### src/rtl/mem_access_pkg.sv
// Shared processor package: memory-access FSM states and alignment helpers.
package mem_access_pkg;

  typedef enum logic [1:0] {
    IDLE     = 2'd0,
    REQ      = 2'd1,
    WAIT_RSP = 2'd2,
    DONE     = 2'd3
  } mem_state_t;

  // Doubleword accesses: any of the low three address bits set is misaligned.
  localparam logic [63:0] ALIGN_MASK = 64'h7;

  function automatic logic is_misaligned(input logic [63:0] addr);
    return |(addr & ALIGN_MASK);
  endfunction

endpackage

### src/rtl/mem_access_timeout_counter.sv
// Saturating cycle counter that flags when a response wait has used its budget.
module timeout_counter #(
  parameter int unsigned LIMIT = 255
) (
  input  logic clk,
  input  logic reset,
  input  logic clear,
  input  logic enable,
  output logic expired
);

  localparam int unsigned CW = (LIMIT < 2) ? 1 : $clog2(LIMIT + 1);

  logic [CW-1:0] count;

  // expired marks the last allowed wait cycle, so the FSM leaves after LIMIT cycles.
  assign expired = (count == CW'(LIMIT - 1));

  // Count enabled cycles, holding at the limit.
  always_ff @(posedge clk or posedge reset) begin
    if (reset) begin
      count <= '0;
    end else if (clear) begin
      count <= '0;
    end else if (enable && !expired) begin
      count <= count + 1'b1;
    end
  end

endmodule

### src/rtl/mem_access.sv
// Memory-stage access controller: turns load/store requests into a
// valid/ready bus request plus an optional read response, stalling the pipe.
module mem_access
  import mem_access_pkg::*;
#(
  parameter int unsigned TIMEOUT = 255
) (
  input  logic        clk,
  input  logic        reset,
  input  logic        memRead_M,
  input  logic        memWrite_M,
  input  logic [63:0] aluResult_M,
  input  logic [63:0] writeData_M,
  output logic [63:0] readData_M,
  output logic        stall_M,
  output logic        done_M,
  output logic        error_M,
  output logic        dmem_req_valid,
  input  logic        dmem_req_ready,
  output logic        dmem_we,
  output logic [63:0] dmem_addr,
  output logic [63:0] dmem_wdata,
  input  logic        dmem_rsp_valid,
  input  logic [63:0] dmem_rdata
);

  mem_state_t  state;
  logic [63:0] addr_q;
  logic [63:0] wdata_q;
  logic        we_q;
  logic        err_q;
  logic        accept;
  logic        expired;
  logic        access;
  logic        bad_req;

  assign access  = memRead_M | memWrite_M;
  assign bad_req = (memRead_M & memWrite_M) | is_misaligned(aluResult_M);
  assign accept  = (state == REQ) && dmem_req_ready;

  timeout_counter #(
    .LIMIT (TIMEOUT)
  ) u_timeout (
    .clk     (clk),
    .reset   (reset),
    .clear   (accept),
    .enable  (state == WAIT_RSP),
    .expired (expired)
  );

  // Access FSM: latch the request, handshake, wait for data or timeout, report.
  always_ff @(posedge clk or posedge reset) begin
    if (reset) begin
      state      <= IDLE;
      addr_q     <= '0;
      wdata_q    <= '0;
      we_q       <= 1'b0;
      err_q      <= 1'b0;
      readData_M <= '0;
    end else begin
      unique case (state)
        IDLE: begin
          if (access) begin
            addr_q  <= aluResult_M;
            wdata_q <= writeData_M;
            we_q    <= memWrite_M;
            // Illegal requests never reach the bus; they report straight away.
            if (bad_req) begin
              err_q <= 1'b1;
              state <= DONE;
            end else begin
              err_q <= 1'b0;
              state <= REQ;
            end
          end
        end
        REQ: begin
          if (dmem_req_ready) begin
            state <= we_q ? DONE : WAIT_RSP;
          end
        end
        WAIT_RSP: begin
          // A response on the final budgeted cycle still wins over the timeout.
          if (dmem_rsp_valid) begin
            readData_M <= dmem_rdata;
            state      <= DONE;
          end else if (expired) begin
            err_q <= 1'b1;
            state <= DONE;
          end
        end
        DONE: begin
          state <= IDLE;
        end
        default: begin
          state <= IDLE;
        end
      endcase
    end
  end

  // Bus request comes from latched values so it stays stable under backpressure.
  assign dmem_req_valid = (state == REQ);
  assign dmem_we        = we_q;
  assign dmem_addr      = addr_q;
  assign dmem_wdata     = wdata_q;

  assign done_M  = (state == DONE);
  assign error_M = (state == DONE) && err_q;

  // Stall rises in the issue cycle itself; reset masks the combinational term.
  assign stall_M = !reset &&
                   (((state == IDLE) && access) || (state == REQ) || (state == WAIT_RSP));

endmodule

### config.mk
export PLATFORM = sky130hd
export DESIGN_NAME = mem_access
export DESIGN_NICKNAME = d
export VERILOG_FILES = /design/src/rtl/mem_access_pkg.sv /design/src/rtl/mem_access_timeout_counter.sv /design/src/rtl/mem_access.sv
export SDC_FILE = /design/constraint.sdc
export NUM_CORES = 1
export LEC_CHECK = 0
export BUFFER_PORTS_ARGS = -buffer_cell sky130_fd_sc_hd__buf_2
export CAP_MARGIN = 20
export CORE_ASPECT_RATIO = 0.7
export CORE_MARGIN = 8
export CORE_UTILIZATION = 41
export DETAILED_ROUTE_END_ITERATION = 8
export PLACE_DENSITY = 0.76
export SLEW_MARGIN = 20
export SYNTH_ARGS = -nofsm -noshare
export SYNTH_HDL_FRONTEND = slang
export SYNTH_SLANG_ARGS = --single-unit
### constraint.sdc
create_clock -name clk -period 6 [get_ports clk]
set_input_delay 0.3 -clock clk [delete_from_list [all_inputs] [get_ports clk]]
set_output_delay 0.3 -clock clk [all_outputs]
set_load 0.02 [all_outputs]
==> results.ini, run 1 <==
[run_status]
status = finished with violations
violations = hold timing

[timing]
finalHoldViolCount = 29
setup_ws_ns = 3.40
fin_hold_ws_ns = -0.0608
timing.fmax_mhz = 384
relSlewSlack_pct = 33.6
slew_violations = 0
fin_crit_ns = 2.60
finalSetupViolations = 0
skew_ns = 0.00713
tightest_slew_ns = 0.996
period_share_pct = 43.4
fin_tns_setup_ns = 0
rsz0062_at_grt = false

[setup_path]
cp_num_buf_inv = 3
cpLargestDelayFamily = buffers and inverters
cp_max_fo = 93
critical_path_class = flip-flop to primary output
cp.arrival_ns = 2.30
slowest_stage = buf_12
critPathMaxStageDelay_ns = 0.42
path_cells = inv_1 > ha_1 > o21ai_4 > buf_12 > a21oi_1 > buf_2
cp-end-kind = primary output
required_ns = 5.70
startpoint_type = flip-flop

[pwr]
peakVddDrop_mv = 0.339
power_density_nw_per_um2 = 613
p_leak_uw = 0.00538

[drt]
avgViaCountPerCell = 4.76
vias = 5422
drtIter0Drc = 153
drtAntennaViolNets = 0
route.detailed.drc = 0
firstDrtPassIters = 4
wl_um = 20900
routedWlPerCell_um = 18.3

[synthesis]
synth_compound_area_share_pct = 1.98
synth_top_family_by_area = multiplexers
synth-simple-area-share_pct = 1.96
synthCells = 486
netlist_area_um2 = 7920
yosys_warnings = 0
ys_seq_area_share_pct = 64.5
syn-num-nets = 690
synth-xor-area-share_pct = 0.332
yosys.area.top_type = dfrtp_1
yosys.area_share.adder_pct = 0.948
synth.distinct_cells = 37
yosys-top-cells-area = dfrtp_1 64%, mux2_1 14%, mux2_2 13%, buf_6 1.7%, ha_1 0.95%
synth.top_cell.area_share_pct = 64.5
syn-mean-instance-area_um2 = 16.3
synth-seq-cells = 204
muxShareOfSynthArea_pct = 27.6

[global_routing]
grt_pass1_vias = 5872
grt_pass1_wl_um = 32600
grtUsageTotal_pct = 16.7
gr-total-overflow = 0
antenna_found_initial = 3
grt_max_degree = 136

[die]
ios = 395
core-area_um2 = 18900
initial_utilization_pct = 41.8
die-area_um2 = 24100
die_h_um = 132
rows = 42
die_x_um = 182

[clock_network]
cts_max_level = 1
tritoncts = yes
cts_num_sinks = 204
clk_pin_slew_ns = 0.06
cts_inserted_buffers = 21
clock_path_buffers = 3
cts_resized = 0
clockRootBuffer = clkbuf_16
postCtsSetupBuffers = 0
clk_latency_ns = 0.48

[finish]
syn2layout_area_growth_pct = 36.3
drive_gt1_share_pct = 59.2
mostFrequentLayoutCell = buf_2
final_cell_mix = 394 x buf_2, 204 x dfrtp_1, 98 x mux2_1
nFillCells = 1555
nets = 1090

[placed_design]
place.gp.congestion = 0.795
hpwl_um = 16000
place_ws_ns = 3.85
portBuffers = 394

[flow_run]
max_cap_viol_count = 0

[worst_hold_path]
hp-class = primary input to asynchronous set/reset pin

[timing repair]
item                                   in CTS  in global routing
endpoints found under the hold margin       2                  0
setup endpoints to repair                   0                  0
hold buffers                                2                  0
[worst reg2reg max path, stage by stage, from the launching register on]
cell and delay (ns):
dfrtp_1 0.40, inv_1 0.10, ha_1 0.30, o21ai_4 0.26, buf_12 0.42, mux2_1 0.51
[cell usage after synthesis]
master	instances
nand2_2	1
nand4_2	1
or4_1	2
mux2i_1	2
and2_1	2
a21oi_1	6
nand3_1	4
o21ai_2	2
dfrtp_1	204
a2bb2oi_2	1
nor4b_2	1
xor2_1	1
o31ai_1	2
a2111oi_0	1
a2bb2oi_1	1
nor2_1	6
a211o_1	1
clkbuf_1	1
o21ai_0	2
or3_1	1
buf_6	12
nor3b_1	1
xnor2_1	2
ha_1	6
mux2_1	98
inv_1	7
mux2_2	94
nand3_2	1
o211ai_1	1
o21ai_1	1
buf_2	10
o21a_1	1
nor3_1	1
a31oi_1	1
nand2_1	6
a211oi_1	1
o221ai_1	1
[path summary, 6_finish.rpt]
| kind | endpoint | start | cells past startpoint | slack (ns) |
|---|---|---|---|---|
| max | stall_M | state[1] | 6 | 3.40 |
| min | dmem_we | reset | 2 | -0.06 |
| max reg2reg | dmem_wdata[18] | state[1] | 5 | 3.88 |
| min reg2reg | dmem_addr[33] | dmem_addr[33] | 1 | 0.48 |
| max in group asynchronous | dmem_wdata[54] | reset | 3 | 4.48 |
| min in group clk | dmem_wdata[62] | writeData_M[62] | 2 | 0.03 |
[per-stage QoR]
| step | hold WS (ns) | util (%) | cell area, µm² | cells | total power (µW) |
|---|---|---|---|---|---|
| floorplan | 0.379 | - | 7920 | 486 | 4320 |
| global placement | 0.468 | 53.1 | 10100 | 1102 | 5280 |
| detailed placement | 0.475 | 53.3 | 10100 | 1103 | 5380 |
| CTS | 0.00476 | 57.0 | 10800 | 1138 | 6720 |
| global route | 0.00374 | 57.0 | 10800 | 1140 | 7010 |
| finish | -0.0608 | 57.0 | 10800 | 1140 | 6610 |
[layer usage]
layer,track usage [%],share of wire (%),up-vias
met1,18.4,38,2634
met3,7.41,10,40
li1,-,-,2513
met2,29.0,49,233
met4,4.36,2.5,2
met5,0,0.062,-
[area by class of cell]
| class | count | area, µm² | share of cell area (%) |
|---|---|---|---|
| sequential | 204 | 5100 | 47.3 |
| multi-input combinational | 252 | 2600 | 24.1 |
| timing repair buffer | 400 | 2050 | 19.0 |
| clock buffer | 27 | 578 | 5.36 |
| tap | 242 | 303 | 2.81 |
| clock inverter | 6 | 105 | 0.974 |
| inverter | 7 | 33.8 | 0.313 |
| antenna | 2 | 5.00 | 0.0464 |
[sequential cells by signal, summed over array words and instances, names as in the netlist]
register	count
dmem_addr	64
dmem_wdata	64
dmem_we	1
err_q	1
readData_M	64
state	2
u_timeout.count	8
[cells by family after synthesis]
family | after synthesis
xor+xnor | 3
flops | 204
simple gates | 27
compound gates | 22
fa+ha+maj | 6
buf+inv | 30
mux | 194
[power by group]
group | switching (µW) | internal, µW | leakage [µW]
combinational | 1720 | 1170 | 0.00263
sequential | 335 | 2080 | 0.00242
clock | 509 | 801 | 0.000338
total | 2560 | 4050 | 0.00538
Power figures use the tool's default switching activity.
==> run 2: changes to the inputs <==
--- a/config.mk
+++ b/config.mk
@@ -5,13 +5,14 @@
 export SDC_FILE = /design/constraint.sdc
 export NUM_CORES = 1
 export LEC_CHECK = 0
+export ABC_AREA = 1
 export BUFFER_PORTS_ARGS = -buffer_cell sky130_fd_sc_hd__buf_2
 export CAP_MARGIN = 20
 export CORE_ASPECT_RATIO = 0.7
 export CORE_MARGIN = 8
-export CORE_UTILIZATION = 41
+export CORE_UTILIZATION = 47
 export DETAILED_ROUTE_END_ITERATION = 8
-export PLACE_DENSITY = 0.76
+export PLACE_DENSITY = 0.81
 export SLEW_MARGIN = 20
 export SYNTH_ARGS = -nofsm -noshare
 export SYNTH_HDL_FRONTEND = slang
==> constraint.sdc (replaced) <==
create_clock -name clk -period 2.5 [get_ports clk]
set_input_delay 0.125 -clock clk [delete_from_list [all_inputs] [get_ports clk]]
set_output_delay 0.125 -clock clk [all_outputs]
set_load 0.02 [all_outputs]
==> results.ini, run 2 <==
[drt]
vias = 6754  ; was 5422
avgViaCountPerCell = 4.89  ; was 4.76
wl_um = 30000  ; was 20900 µm
routedWlPerCell_um = 21.7  ; was 18.3 µm
route.detailed.drc = 0  ; unchanged
drtIter0Drc = 445  ; was 153
firstDrtPassIters = 4  ; unchanged
drtAntennaViolNets = 0  ; unchanged

[timing]
slew_violations = 0  ; unchanged
finalHoldViolCount = 0  ; was 29
tightest_slew_ns = 0.468  ; was 0.996 ns
fin_tns_setup_ns = 0  ; unchanged
fin_crit_ns = 2.21
relSlewSlack_pct = 68.7  ; was 33.6%
skew_ns = 0.00949  ; was 0.00713 ns
timing.fmax_mhz = 453
rsz0062_at_grt = false  ; unchanged
finalSetupViolations = 0  ; unchanged
period_share_pct = 88.3

[global_routing]
grt_pass1_wl_um = 45900  ; was 32600 µm
gr-total-overflow = 0  ; unchanged
grt_max_degree = 83  ; was 136
antenna_found_initial = 5  ; was 3
grtUsageTotal_pct = 26.2  ; was 16.7%
grt_pass1_vias = 7874  ; was 5872

[clock_network]
clock_path_buffers = 3  ; unchanged
clockRootBuffer = clkbuf_16  ; unchanged
tritoncts = yes  ; unchanged
cts_max_level = 1  ; unchanged
ctsHoldBuffers = 194  ; was 2
postCtsSetupBuffers = 0  ; unchanged
cts_num_sinks = 204  ; unchanged
cts_inserted_buffers = 21  ; unchanged
cts_resized = 0  ; unchanged
clk_pin_slew_ns = 0.06  ; about the same
clk_latency_ns = 0.49  ; was 0.48 ns

[setup_path]
cp_num_buf_inv = 2  ; was 3
path_cells = inv_1 > ha_1 > nand2_8 > a31oi_1 > buf_2  ; was inv_1 > ha_1 > o21ai_4 > buf_12 > a21oi_1 > buf_2
slowest_stage = dfrtp_1  ; was buf_12
startpoint_type = flip-flop  ; unchanged
cp.arrival_ns = 2.08  ; was 2.30 ns
cp-end-kind = primary output  ; unchanged
worstReg2RegEnd = dmem_addr[16]  ; was dmem_wdata[18]
critical_path_class = flip-flop to primary output  ; unchanged
r2r_cells = 5  ; unchanged
required_ns = 2.38  ; was 5.70 ns
r2r_start = state[0]  ; was state[1]
r2r_slack_ns = 0.49  ; was 3.88 ns
cpLargestDelayFamily = flip-flops  ; was buffers and inverters
cp_max_fo = 53  ; was 93
critPathMaxStageDelay_ns = 0.42  ; about the same

[synthesis]
synth.top_cell.area_share_pct = 61.5  ; was 64.5%
yosys-top-cells-area = dfrtp_1 61%, mux2_2 16%, mux2_4 14%, buf_6 2.2%, nand2_1 2.0%  ; was dfrtp_1 64%, mux2_1 14%, mux2_2 13%, buf_6 1.7%, ha_1 0.95%
synth.distinct_cells = 23  ; was 37
syn-mean-instance-area_um2 = 15.6  ; was 16.3 µm²
async_flop_share_pct = 100  ; unchanged
synth_ff_type = dfrtp_1  ; unchanged
synth_common_cells = 204 x dfrtp_1, 116 x mux2_2, 75 x mux2_4  ; was 204 x dfrtp_1, 98 x mux2_1, 94 x mux2_2
yosysMostFrequentCell = dfrtp_1  ; unchanged
syn-num-nets = 736  ; was 690
synth_edf_count = 0  ; unchanged
yosys.area.top_type = dfrtp_1  ; unchanged
yosys_warnings = 0  ; unchanged
ys_seq_area_share_pct = 61.5  ; was 64.5%
synthCells = 532  ; was 486
netlist_area_um2 = 8310  ; was 7920 µm²
synth-seq-cells = 204  ; unchanged

[worst_hold_path]
whs_endpoint = state[0]
whs_path_depth = 4
worstHoldStart = dmem_rsp_valid
hp-class = primary input to flip-flop  ; was primary input to asynchronous set/reset pin

[placed_design]
hpwl_um = 18400  ; was 16000 µm
portBuffers = 394  ; unchanged
place.gp.congestion = 0.783  ; was 0.795

[die]
core-area_um2 = 17200  ; was 18900 µm²
die_x_um = 175  ; was 182 µm
rows = 40  ; was 42
die-area_um2 = 22300  ; was 24100 µm²
initial_utilization_pct = 48.2  ; was 41.8%
ios = 395  ; unchanged
die_h_um = 127  ; was 132 µm

[finish]
nets = 1336  ; was 1090
mostFrequentLayoutCell = buf_2  ; unchanged
nFillCells = 998  ; was 1555
drive_gt1_share_pct = 55.9  ; was 59.2%
syn2layout_area_growth_pct = 59.5  ; was 36.3%
final_cell_mix = 394 x buf_2, 204 x dfrtp_1, 194 x dlygate4sd3_1  ; was 394 x buf_2, 204 x dfrtp_1, 98 x mux2_1

[pwr]
power_density_nw_per_um2 = 1370  ; was 613 nW/µm²
finalPower_uw = 18100  ; was 6610 µW
peakVddDrop_mv = 0.813  ; was 0.339 mV
p_leak_uw = 0.00674  ; was 0.00538 µW

[run_status]
status = finished, final reports clean  ; was finished with violations

[flow_run]
max_cap_viol_count = 0  ; unchanged

## run 2: cell count changes after synthesis, moves of 3 or more
cell | previous run | this run
mux2_2 | 94 | 116
buf_6 | 12 | 16
inv_1 | 7 | 16
nand2_1 | 6 | 45
a21oi_1 | 6 | 1
mux2_1 | 98 | 0
nand4_1 | 0 | 3
buf_2 | 10 | 6
nand3_1 | 4 | 11
mux2_4 | 0 | 75
nor2_1 | 6 | 14
## run 2: worst register-to-register path: cells and delay by family, from the launching register on
kind / cells / cell delay (ns)
adders and majority gates: 1 / 0.30
muxes: 1 / 0.35
buffers and inverters: 2 / 0.43
and+or+nand+nor: 1 / 0.38
DFF: 1 / 0.43
## run 2: cell families (layout without fill, tap and decap cells)
| kind of cell | count (synthesis) | count (layout) | synth area share (%) |
|---|---|---|---|
| other | 0 | 4 | 0 |
| multiplexers | 191 | 191 | 29.3 |
| flip-flops | 204 | 204 | 61.5 |
| XOR/XNOR | 2 | 2 | 0.211 |
| AND/OR/NAND/NOR | 80 | 80 | 4.17 |
| adder cells (fa/ha/maj) | 6 | 6 | 0.904 |
| AO/OA/AOI/OAI | 9 | 9 | 0.587 |
| buffers and inverters | 40 | 654 | 3.39 |
## run 2: how the worst max path moves through the flow
stage / cells past startpoint / startpoint / end
floorplan: 1 / reset / dmem_addr[0]
global placement: 5 / state[0] / dmem_addr[33]
detailed placement: 5 / state[0] / dmem_addr[37]
CTS: 5 / state[0] / stall_M
global route: 5 / state[1] / stall_M
finish: 5 / state[1] / stall_M
## run 2: layer usage
layer / up-vias / track usage, % / wire, µm
met2: 308 / 47.6 / 15600
met5: - / 0 / 10
li1: 3026 / - / -
met3: 63 / 9.18 / 2610
met4: 2 / 7.60 / 850
met1: 3355 / 28.4 / 11000
## run 2: cell type report
cell class,count,area (µm²),share of cell area (%)
clock buffer,22,529,4.00
multi-input combinational,288,2940,22.2
clock inverter,15,216,1.63
tap,231,289,2.18
antenna,4,10.0,0.0756
timing repair buffer,600,4090,30.9
inverter,17,67.6,0.510
sequential,204,5100,38.5
## run 2: stage by stage
stage                     cell area [µm²]  worst slack, ns  hold WS [ns]  util, %  cells
after global routing                13200            0.148         0.100     76.9   1381
after global placement              10500            0.562         0.178     61.3   1146
after CTS                           13200            0.261        0.0330     76.9   1377
after floorplan                      8310           -0.269         0.274        -    532
after detailed placement            10500            0.519         0.181     61.3   1146
final                               13200            0.292        0.0564     76.9   1381
## run 2: power by group
| part | switching (µW) | internal, µW | total [µW] | leakage [µW] |
|---|---|---|---|---|
| registers | 1080 | 5000 | 6070 | 0.00242 |
| clock network | 1370 | 2070 | 3440 | 0.000363 |
| logic | 4750 | 3840 | 8590 | 0.00395 |
==> run 3: changes to the inputs <==
--- a/config.mk
+++ b/config.mk
@@ -13,6 +13,7 @@
 export CORE_UTILIZATION = 47
 export DETAILED_ROUTE_END_ITERATION = 8
 export PLACE_DENSITY = 0.81
+export REMOVE_ABC_BUFFERS = 1
 export SLEW_MARGIN = 20
 export SYNTH_ARGS = -nofsm -noshare
 export SYNTH_HDL_FRONTEND = slang
==> results.ini, run 3 (synthesis results as in run 2) <==
[setup_path]
r2r_slack_ns = 0.54  ; was 0.49 ns
r2r_start = state[0]  ; unchanged
cp-end-kind = primary output  ; unchanged
cp.arrival_ns = 2.14  ; was 2.08 ns
cp_max_fo = 42  ; was 53
setup.worst_path.start = state[1]  ; unchanged
critical_path_class = flip-flop to primary output  ; unchanged
startpoint_type = flip-flop  ; unchanged
worstReg2RegEnd = dmem_wdata[18]  ; was dmem_addr[16]
required_ns = 2.38  ; about the same
r2r_cells = 5  ; unchanged

[timing]
tightest_slew_ns = 0.615  ; was 0.468 ns
fin_tns_setup_ns = 0  ; unchanged
finalHoldViolCount = 0  ; unchanged
slew_violations = 0  ; unchanged
period_share_pct = 90.6  ; was 88.3%
skew_ns = 0.0106  ; was 0.00949 ns
rsz0062_at_grt = false  ; unchanged
relSlewSlack_pct = 59.0  ; was 68.7%
fin_crit_ns = 2.26  ; was 2.21 ns
finalSetupViolations = 0  ; unchanged
timing.fmax_mhz = 442  ; was 453 MHz
fin_hold_ws_ns = 0.0521  ; was 0.0564 ns

[pwr]
peakVddDrop_mv = 0.862  ; was 0.813 mV
power_density_nw_per_um2 = 1360  ; was 1370 nW/µm²
p_leak_uw = 0.00674  ; about the same
finalPower_uw = 18000  ; was 18100 µW

[flow_run]
max_cap_viol_count = 0  ; unchanged

[finish]
drive_gt1_share_pct = 55.8  ; was 55.9%
fin_cells = 1383  ; was 1381
syn2layout_area_growth_pct = 59.5  ; about the same
nets = 1333  ; was 1336
multi_input_area_um2 = 2940  ; unchanged
nFillCells = 1011  ; was 998
finalInstanceArea_um2 = 13200  ; about the same
final_cell_mix = 394 x buf_2, 204 x dfrtp_1, 194 x dlygate4sd3_1  ; unchanged
seqCellArea_um2 = 5100  ; unchanged
mostFrequentLayoutCell = buf_2  ; unchanged

[worst_hold_path]
whs_endpoint = state[1]  ; was state[0]
hp-class = primary input to flip-flop  ; unchanged
worstHoldStart = dmem_rsp_valid  ; unchanged
whs_path_depth = 4  ; unchanged

[global_routing]
antenna_found_initial = 8  ; was 5
grt_pass1_wl_um = 45900  ; about the same
grt_pass1_vias = 7812  ; was 7874
grt_max_degree = 90  ; was 83
grtUsageTotal_pct = 26.2  ; about the same
gr-total-overflow = 0  ; unchanged

[clock_network]
tritoncts = yes  ; unchanged
cts_num_sinks = 204  ; unchanged
cts_max_level = 1  ; unchanged
clockRootBuffer = clkbuf_16  ; unchanged
cts_resized = 0  ; unchanged
clock_path_buffers = 3  ; unchanged
clk_latency_ns = 0.49  ; about the same
clk_pin_slew_ns = 0.06  ; about the same
cts_inserted_buffers = 21  ; unchanged

[drt]
route.detailed.drc = 0  ; unchanged
wl_um = 30300  ; was 30000 µm
drtAntennaViolNets = 0  ; unchanged
avgViaCountPerCell = 5.01  ; was 4.89
vias = 6923  ; was 6754
firstDrtPassIters = 4  ; unchanged
drtIter0Drc = 538  ; was 445
routedWlPerCell_um = 21.9  ; was 21.7 µm

[placed_design]
placed_cell_area_um2 = 10500  ; about the same
dpl.cell_count = 1143  ; was 1146
hpwl_um = 17900  ; was 18400 µm
place.gp.congestion = 0.815  ; was 0.783
portBuffers = 394  ; unchanged

[die]
rows = 40  ; unchanged
die_x_um = 175  ; unchanged
initial_utilization_pct = 48.2  ; unchanged
die-area_um2 = 22300  ; unchanged
ios = 395  ; unchanged
core-area_um2 = 17200  ; unchanged
die_h_um = 127  ; unchanged

[run_status]
status = finished, final reports clean  ; unchanged

[run 3: cell count changes in the layout (fill, tap and decap cells not counted), sizes merged]
cell / previous run / this run
clkinv: 7 / 4
diode: 4 / 10
clkinvlp: 3 / 1
clkbuf: 22 / 25
inv: 17 / 19
buf: 406 / 403
bufinv: 5 / 4
[run 3: timing repair]
action                                 in CTS  in global routing
hold buffers                              194                  0
setup buffers                               0                  0
endpoints found under the hold margin     279                  0
[run 3: worst max-delay path, stage by stage, from the launching register on]
cell	delay, ns
dfrtp_1	0.42
inv_1	0.13
ha_1	0.33
nand2_8	0.30
a31oi_1	0.26
buf_2	0.20
[run 3: worst max-delay path by stage]
stage	slack, ns	end
6_report	0.24	stall_M
5_1_grt	0.12	stall_M
4_1_cts	0.26	stall_M
3_5_place_dp	0.55	dmem_wdata[40]
3_3_place_gp	0.61	dmem_wdata[39]
2_1_floorplan	-3.19	dmem_addr[0]
[run 3: layer usage]
layer / global-route usage (%) / routed length [µm] / vias up
met1: 27.4 / 10800 / 3451
met3: 7.33 / 2080 / 96
met4: 11.6 / 1260 / 0
met5: 0 / 0 / -
li1: - / - / 3034
met2: 48.5 / 16200 / 342
[run 3: power by group]
| part | internal [µW] | switching (µW) | leakage [µW] |
|---|---|---|---|
| registers | 4990 | 1030 | 0.00242 |
| clock network | 2050 | 1340 | 0.000365 |
| logic | 3860 | 4750 | 0.00395 |
[run 3: cell type report]
cell class	instances	area share [%]
tap	231	2.18
sequential	204	38.5
timing repair buffer	597	30.8
inverter	17	0.538
clock buffer	25	4.31
antenna	10	0.189
clock inverter	11	1.27
multi-input combinational	288	22.2
[run 3: through the flow]
step | utilization, % | setup slack, ns
floorplan | - | -3.19
global placement | 61.2 | 0.609
detailed placement | 61.2 | 0.553
CTS | 76.8 | 0.256
global route | 76.9 | 0.117
finish | 76.9 | 0.236
